File: src/rtl/ball_vertical_velocity_pkg.sv
// ball_vertical_velocity_pkg: shared load constant, direction/velocity types and paddle-segment velocity lookup
package ball_vertical_velocity_pkg;
  localparam logic [3:0] STILL_LOAD_DEF = 4'd8;
  typedef enum logic {DIR_DOWN = 1'b0, DIR_UP = 1'b1} dir_e;
  typedef struct packed {
    dir_e       dir;
    logic [1:0] mag;
  } vel_t;
  function automatic vel_t seg_to_vel(input logic [2:0] vpad);
    vel_t v;
    v.dir = vpad[2] ? DIR_DOWN : DIR_UP;
    v.mag = vpad[2] ? vpad[1:0] : ~vpad[1:0];
    return v;
  endfunction
  function automatic logic [3:0] load_of(input logic [3:0] still, input vel_t v);
    return (v.dir == DIR_UP) ? still + {2'b00, v.mag} : still - {2'b00, v.mag};
  endfunction
endpackage

File: src/rtl/ball_vertical_velocity_if.sv
// ball_vertical_velocity_if: game-side inputs and load-nibble outputs of the vertical velocity block
interface ball_vertical_velocity_if;
  logic       hit;
  logic [2:0] vpad;
  logic       vvid;
  logic       _vblank;
  logic       serve;
  logic       ab, bb, cb, db;
  logic       vdir;
  logic [1:0] vmag;
  modport master (output hit, vpad, vvid, _vblank, serve, input ab, bb, cb, db, vdir, vmag);
  modport slave (input hit, vpad, vvid, _vblank, serve, output ab, bb, cb, db, vdir, vmag);
endinterface

File: src/rtl/ball_vertical_velocity_edge_detect.sv
// ball_vertical_velocity_edge_detect: registered rise/fall strobes of an in-domain level
module ball_vertical_velocity_edge_detect #(
  parameter logic IDLE = 1'b0
) (
  input  logic clk,
  input  logic rst_n,
  input  logic i_d,
  output logic o_rise,
  output logic o_fall
);
  logic r_prev;
  always_ff @(posedge clk or negedge rst_n)
    if (!rst_n) begin
      r_prev <= IDLE;
      o_rise <= 1'b0;
      o_fall <= 1'b0;
    end else begin
      r_prev <= i_d;
      o_rise <= i_d & ~r_prev;
      o_fall <= ~i_d & r_prev;
    end
endmodule

File: src/rtl/ball_vertical_velocity.sv
// ball_vertical_velocity: tracks ball vertical direction/speed and loads the counter nibble at vblank start
module ball_vertical_velocity
  import ball_vertical_velocity_pkg::*;
#(
  parameter logic [3:0] STILL_LOAD = STILL_LOAD_DEF
) (
  input logic                     clk7_159,
  input logic                     _rst,
  ball_vertical_velocity_if.slave bus
);
  logic       w_hit_rise, w_serve_rise, w_vb_rise, w_vb_fall, w_hit, w_wall;
  logic [1:0] w_unused_fall;
  logic       r_wall, r_hit_armed, r_wall_armed;
  vel_t       r_seg, r_pend, r_appl, w_pend_nx;
  logic [3:0] r_load;
  ball_vertical_velocity_edge_detect #(.IDLE(1'b0)) u_hit_ed (
    .clk(clk7_159), .rst_n(_rst), .i_d(bus.hit), .o_rise(w_hit_rise), .o_fall(w_unused_fall[0])
  );
  ball_vertical_velocity_edge_detect #(.IDLE(1'b0)) u_serve_ed (
    .clk(clk7_159), .rst_n(_rst), .i_d(bus.serve), .o_rise(w_serve_rise), .o_fall(w_unused_fall[1])
  );
  ball_vertical_velocity_edge_detect #(.IDLE(1'b1)) u_vblank_ed (
    .clk(clk7_159), .rst_n(_rst), .i_d(bus._vblank), .o_rise(w_vb_rise), .o_fall(w_vb_fall)
  );
  // wall and paddle segment are registered so every event lines up with the edge strobes
  assign w_hit  = w_hit_rise & r_hit_armed;
  assign w_wall = r_wall & r_wall_armed & ~w_hit;
  always_comb begin
    w_pend_nx.dir = w_hit ? r_seg.dir : w_wall ? dir_e'(~r_pend.dir) : r_pend.dir;
    w_pend_nx.mag = w_serve_rise ? 2'd0 : w_hit ? r_seg.mag : r_pend.mag;
  end
  always_ff @(posedge clk7_159 or negedge _rst)
    if (!_rst) begin
      r_wall       <= 1'b0;
      r_seg        <= '0;
      r_pend       <= '0;
      r_appl       <= '0;
      r_load       <= STILL_LOAD;
      r_hit_armed  <= 1'b1;
      r_wall_armed <= 1'b1;
    end else begin
      r_wall       <= bus.vvid & ~bus._vblank;
      r_seg        <= seg_to_vel(bus.vpad);
      r_pend       <= w_pend_nx;
      r_hit_armed  <= ~w_hit & (w_vb_rise | r_hit_armed);
      r_wall_armed <= ~(w_hit | w_wall) & (w_vb_rise | r_wall_armed);
      if (w_vb_fall) begin
        r_appl <= r_pend;
        r_load <= load_of(STILL_LOAD, r_pend);
      end
    end
  assign {bus.db, bus.cb, bus.bb, bus.ab} = r_load;
  assign bus.vdir = r_appl.dir;
  assign bus.vmag = r_appl.mag;
endmodule

File: src/flat_wrapper.sv
// flat-port wrapper written by rule: the top's interface ports become plain ports
module ball_vertical_velocity_flat import ball_vertical_velocity_pkg::*;
#(
  parameter logic [3:0] STILL_LOAD = STILL_LOAD_DEF
)
  (clk7_159, _rst, bus_hit, bus_vpad, bus_vvid, bus__vblank, bus_serve, bus_ab, bus_bb, bus_cb, bus_db, bus_vdir, bus_vmag);
  ball_vertical_velocity_if bus_i ();
  input logic clk7_159;
  input logic _rst;
  input wire logic [$bits(bus_i.hit)-1:0] bus_hit;
  input wire logic [$bits(bus_i.vpad)-1:0] bus_vpad;
  input wire logic [$bits(bus_i.vvid)-1:0] bus_vvid;
  input wire logic [$bits(bus_i._vblank)-1:0] bus__vblank;
  input wire logic [$bits(bus_i.serve)-1:0] bus_serve;
  output wire logic [$bits(bus_i.ab)-1:0] bus_ab;
  output wire logic [$bits(bus_i.bb)-1:0] bus_bb;
  output wire logic [$bits(bus_i.cb)-1:0] bus_cb;
  output wire logic [$bits(bus_i.db)-1:0] bus_db;
  output wire logic [$bits(bus_i.vdir)-1:0] bus_vdir;
  output wire logic [$bits(bus_i.vmag)-1:0] bus_vmag;
  assign bus_i.hit = bus_hit;
  assign bus_i.vpad = bus_vpad;
  assign bus_i.vvid = bus_vvid;
  assign bus_i._vblank = bus__vblank;
  assign bus_i.serve = bus_serve;
  assign bus_ab = bus_i.ab;
  assign bus_bb = bus_i.bb;
  assign bus_cb = bus_i.cb;
  assign bus_db = bus_i.db;
  assign bus_vdir = bus_i.vdir;
  assign bus_vmag = bus_i.vmag;
  ball_vertical_velocity #(.STILL_LOAD(STILL_LOAD)) u_core (.clk7_159(clk7_159), ._rst(_rst), .bus(bus_i));
endmodule
File: config.mk
export PLATFORM = sky130hd
export DESIGN_NAME = ball_vertical_velocity_flat
export DESIGN_NICKNAME = d
export VERILOG_FILES = /design/src/rtl/ball_vertical_velocity_pkg.sv /design/src/rtl/ball_vertical_velocity_if.sv /design/src/rtl/ball_vertical_velocity_edge_detect.sv /design/src/rtl/ball_vertical_velocity.sv /design/src/flat_wrapper.sv
export SDC_FILE = /design/constraint.sdc
export NUM_CORES = 1
export LEC_CHECK = 0
export BUFFER_PORTS_ARGS = -buffer_cell sky130_fd_sc_hd__clkbuf_2
export CAP_MARGIN = 20
export CORE_MARGIN = 2
export CORE_UTILIZATION = 46
export DETAILED_ROUTE_END_ITERATION = 7
export PLACE_DENSITY = 0.71
export SYNTH_ARGS = -nofsm -noshare
export SYNTH_HDL_FRONTEND = slang
export SYNTH_SLANG_ARGS = --single-unit
File: constraint.sdc
create_clock -name clk7_159 -period 1 [get_ports clk7_159]
set_input_delay 0.2 -clock clk7_159 [delete_from_list [all_inputs] [get_ports clk7_159]]
set_output_delay 0.2 -clock clk7_159 [all_outputs]
set_load 0.005 [all_outputs]
==> results.toml <==
[status]
status = "finished, violations left"
violations = "setup timing"

[worst_hold_path]
hp-class = "in -> reg"
worstHoldStart = "bus_vpad[0]"
min_path_cells = 2
min_to = "u_core.r_seg[0]"

[clocking]
cts_tree = "done"
path_clk_slew_ps = 120
cts.sinks = 22
clock_path_buffers = 2
insertion_delay_ps = 300
cts-root-buf = "clkbuf_4"
cts-htree-levels = 1
cts_made_buffers = 3

[floorplan]
die-area_um2 = 2210
coreArea_um2 = 1730
io_pins = 16
dieHeight_um = 47.0
dieWidth_um = 47.0
row_count = 15
initial_utilization_pct = 49.3

[synthesis]
synthCells = 62
synth_top_family_by_area = "simple AND/OR/NAND/NOR gates"
synth_flop_cell = "dfrtp_1"
synth-xor-area-share_pct = 2.06
synth-async-reset-ratio_pct = 100
syn_area_um2 = 851
yosys_register_bits = 22
post_synth.cell_area_avg_um2 = 13.7
synth_compound_area_share_pct = 8.24
ys_types = 20
yosysMostFrequentCell = "dfrtp_1"
synth-edff-count = 0
synthTopCellsByArea = "dfrtp_1, dfstp_2, mux2_2"
synthDominantCellAreaShare_pct = 52.9
yosysTopAreaCell = "dfrtp_1"
yosys.area_share.simple_pct = 10.0
yosys_warnings = 0
syn_nets = 72
synth_mux_area_share_pct = 7.65
ys_seq_area_share_pct = 65.3
synth_fa_ha_area_share_pct = 1.47
ys_top_cells_by_count = "dfrtp_1, nor2b_1"

[placed_design]
dp_hpwl_um = 833
place_area_um2 = 950
portBuffers = 15
place.gp.congestion = 0.695

[finish]
fin_nets = 98
num_antenna_cells = 0
nFillCells = 153
drive_gt1_share_pct = 41.4
syn_to_final_growth_pct = 23.4
final_area_um2 = 1050

[setup_path]
path_buf_inv = 1
worstPathRequired_ps = 800
worst-path-stages = 1
reg2reg_depth = 4
reg2reg_to = "u_core.r_load[2]"
r2r_start = "u_core.r_pend[0]"
cp_slowest_stage_delay_ps = 550
crit_chain = "clkbuf_2"
crit_path_end_kind = "output port"
r2r_slack_ps = 0
critPathKind = "reg -> out"
worst_path_max_delay_cell = "dfstp_2"
crit_family = "flip-flops"
arrival_ps = 940
cp_max_fo = 2
start_kind = "register"

[sta]
finalSetupViolations = 5
timing.hold.ws_ps = 61.1
max_slew.worst_pin.slew_ps = 510
fin_ws_ps = -144
finClkSkew_ps = 6.99
slew_violations = 0
slew-limit-headroom_pct = 66.0
fin_crit_ps = 1140
rsz0062_at_grt = "true"
hold_violations = 0
max_freq_mhz = 874
finalCritPeriodShare_pct = 114

[drt]
drc = 0
antenna_left = 0
first_pass_iters = 2
drt-vias-per-instance = 4.62
routedWlPerCell_um = 10.4
wl_um = 1170
vias = 517
first_iter_violations = 4

[pwr]
power.switching_mw = 0.457
p_sw_share_pct = 24.8
total_leakage_power_nw = 0.504
power_frac_clock_pct = 21.7
p_int_mw = 1.39
ir_worst_vdd_mv = 1.08
power.density_nw_per_um2 = 1760
power_frac_comb_pct = 18.2
p_seq_share_pct = 60.0

[grt]
grt_util_met1_pct = 14.1
antenna_found_initial = 0
use_met2_pct = 22.2
top_usage_layer = "met2"
grt_pass1_vias = 492
grt_overflow_total = 0
use_met3_pct = 2.31
grt_pass1_wl_um = 1900
grt_use_total_pct = 13.0
grt_start_max_net_pins = 23

[job]
drv_cap = 0
## logic make-up after synthesis
| family | Yosys count |
|---|---|
| xor gates and xnor gates | 2 |
| and+or+nand+nor | 15 |
| buffers and inverters | 7 |
| adders and majority gates | 1 |
| DFF | 22 |
| AOI/OAI and AO/OA | 9 |
| muxes | 6 |
## area by class of cell
cell class	count	area [um2]	area share, %
Inverter	4	15.0	1.43
Tap cell	25	31.3	2.98
Sequential cell	22	556	52.9
Timing Repair Buffer	24	153	14.5
Multi-Input combinational cell	33	269	25.6
Clock buffer	4	26.3	2.50
## power groups by stage
stage,clock [mW],sequential [mW],combinational (mW)
final,0.401,1.11,0.336
after global routing,0.460,1.13,0.375
after CTS,0.421,1.10,0.319
after detailed placement,0,1.12,0.294
after global placement,0,1.12,0.283
after floorplan,0,1.10,0.189
## registers in the layout (all words and copies together) (netlist names)
signal	cells
u_core.bus.vmag	2
u_core.u_hit_ed.r_prev	1
u_core.r_wall_armed	1
u_core.r_pend	3
u_core.r_load	3
u_core.u_hit_ed.o_rise	1
u_core.bus.vdir	1
u_core.u_vblank_ed.o_rise	1
u_core.r_wall	1
u_core.u_vblank_ed.r_prev	1
u_core.r_hit_armed	1
u_core.u_serve_ed.r_prev	1
u_core.u_serve_ed.o_rise	1
u_core.r_seg	3
u_core.u_vblank_ed.o_fall	1
## how the worst max path moves through the flow
| stage | startpoint | endpoint |
|---|---|---|
| 5_1_grt | u_core.r_load[3] | bus_db |
| 6_report | u_core.r_load[3] | bus_db |
| 3_3_place_gp | u_core.r_pend[0] | u_core.r_load[1] |
| 4_1_cts | u_core.r_load[3] | bus_db |
| 3_5_place_dp | u_core.r_pend[0] | u_core.r_load[2] |
| 2_1_floorplan | u_core.r_pend[1] | u_core.r_load[2] |
## placed cells by master, fill, tap and decap left out, types with 3 or more instances in the layout
cell type      Yosys  final
buf_4              1      5
a21oi_1            4      4
dfrtp_1           18     18
dlygate4sd3_1      0      4
clkbuf_2           0     15
nor2b_1            5      5
clkbuf_4           0      3
dfstp_2            4      4
a21bo_1            3      3
mux2_2             4      3
## through the flow
| step | worst slack [ps] | cells | setup TNS, ps | util (%) | total power [mW] |
|---|---|---|---|---|---|
| 3_5_place_dp | -16.9 | 102 | -30.6 | 55.0 | 1.41 |
| 4_1_cts | -153 | 110 | -337 | 58.6 | 1.84 |
| 5_1_grt | -205 | 112 | -611 | 60.8 | 1.97 |
| 2_1_floorplan | 41.3 | 62 | 0 | - | 1.29 |
| 6_report | -144 | 112 | -178 | 60.8 | 1.84 |
| 3_3_place_gp | 34.1 | 102 | 0 | 55.0 | 1.40 |
## timing repair
item	in CTS	in global routing
hold buffers	2	2
endpoints found under the hold margin	19	2
pin swaps	1	2
setup buffers	2	0
setup endpoints to repair	9	9
gates resized for setup	0	6
## metal layers
metal  vias to the layer above  routed length, um
li1                        252                  -
met1                       249                491
met2                        14                607
met3                         2                 53
met4                         0                 13
met5                         -                  0
(Power assumes the default switching activity.)
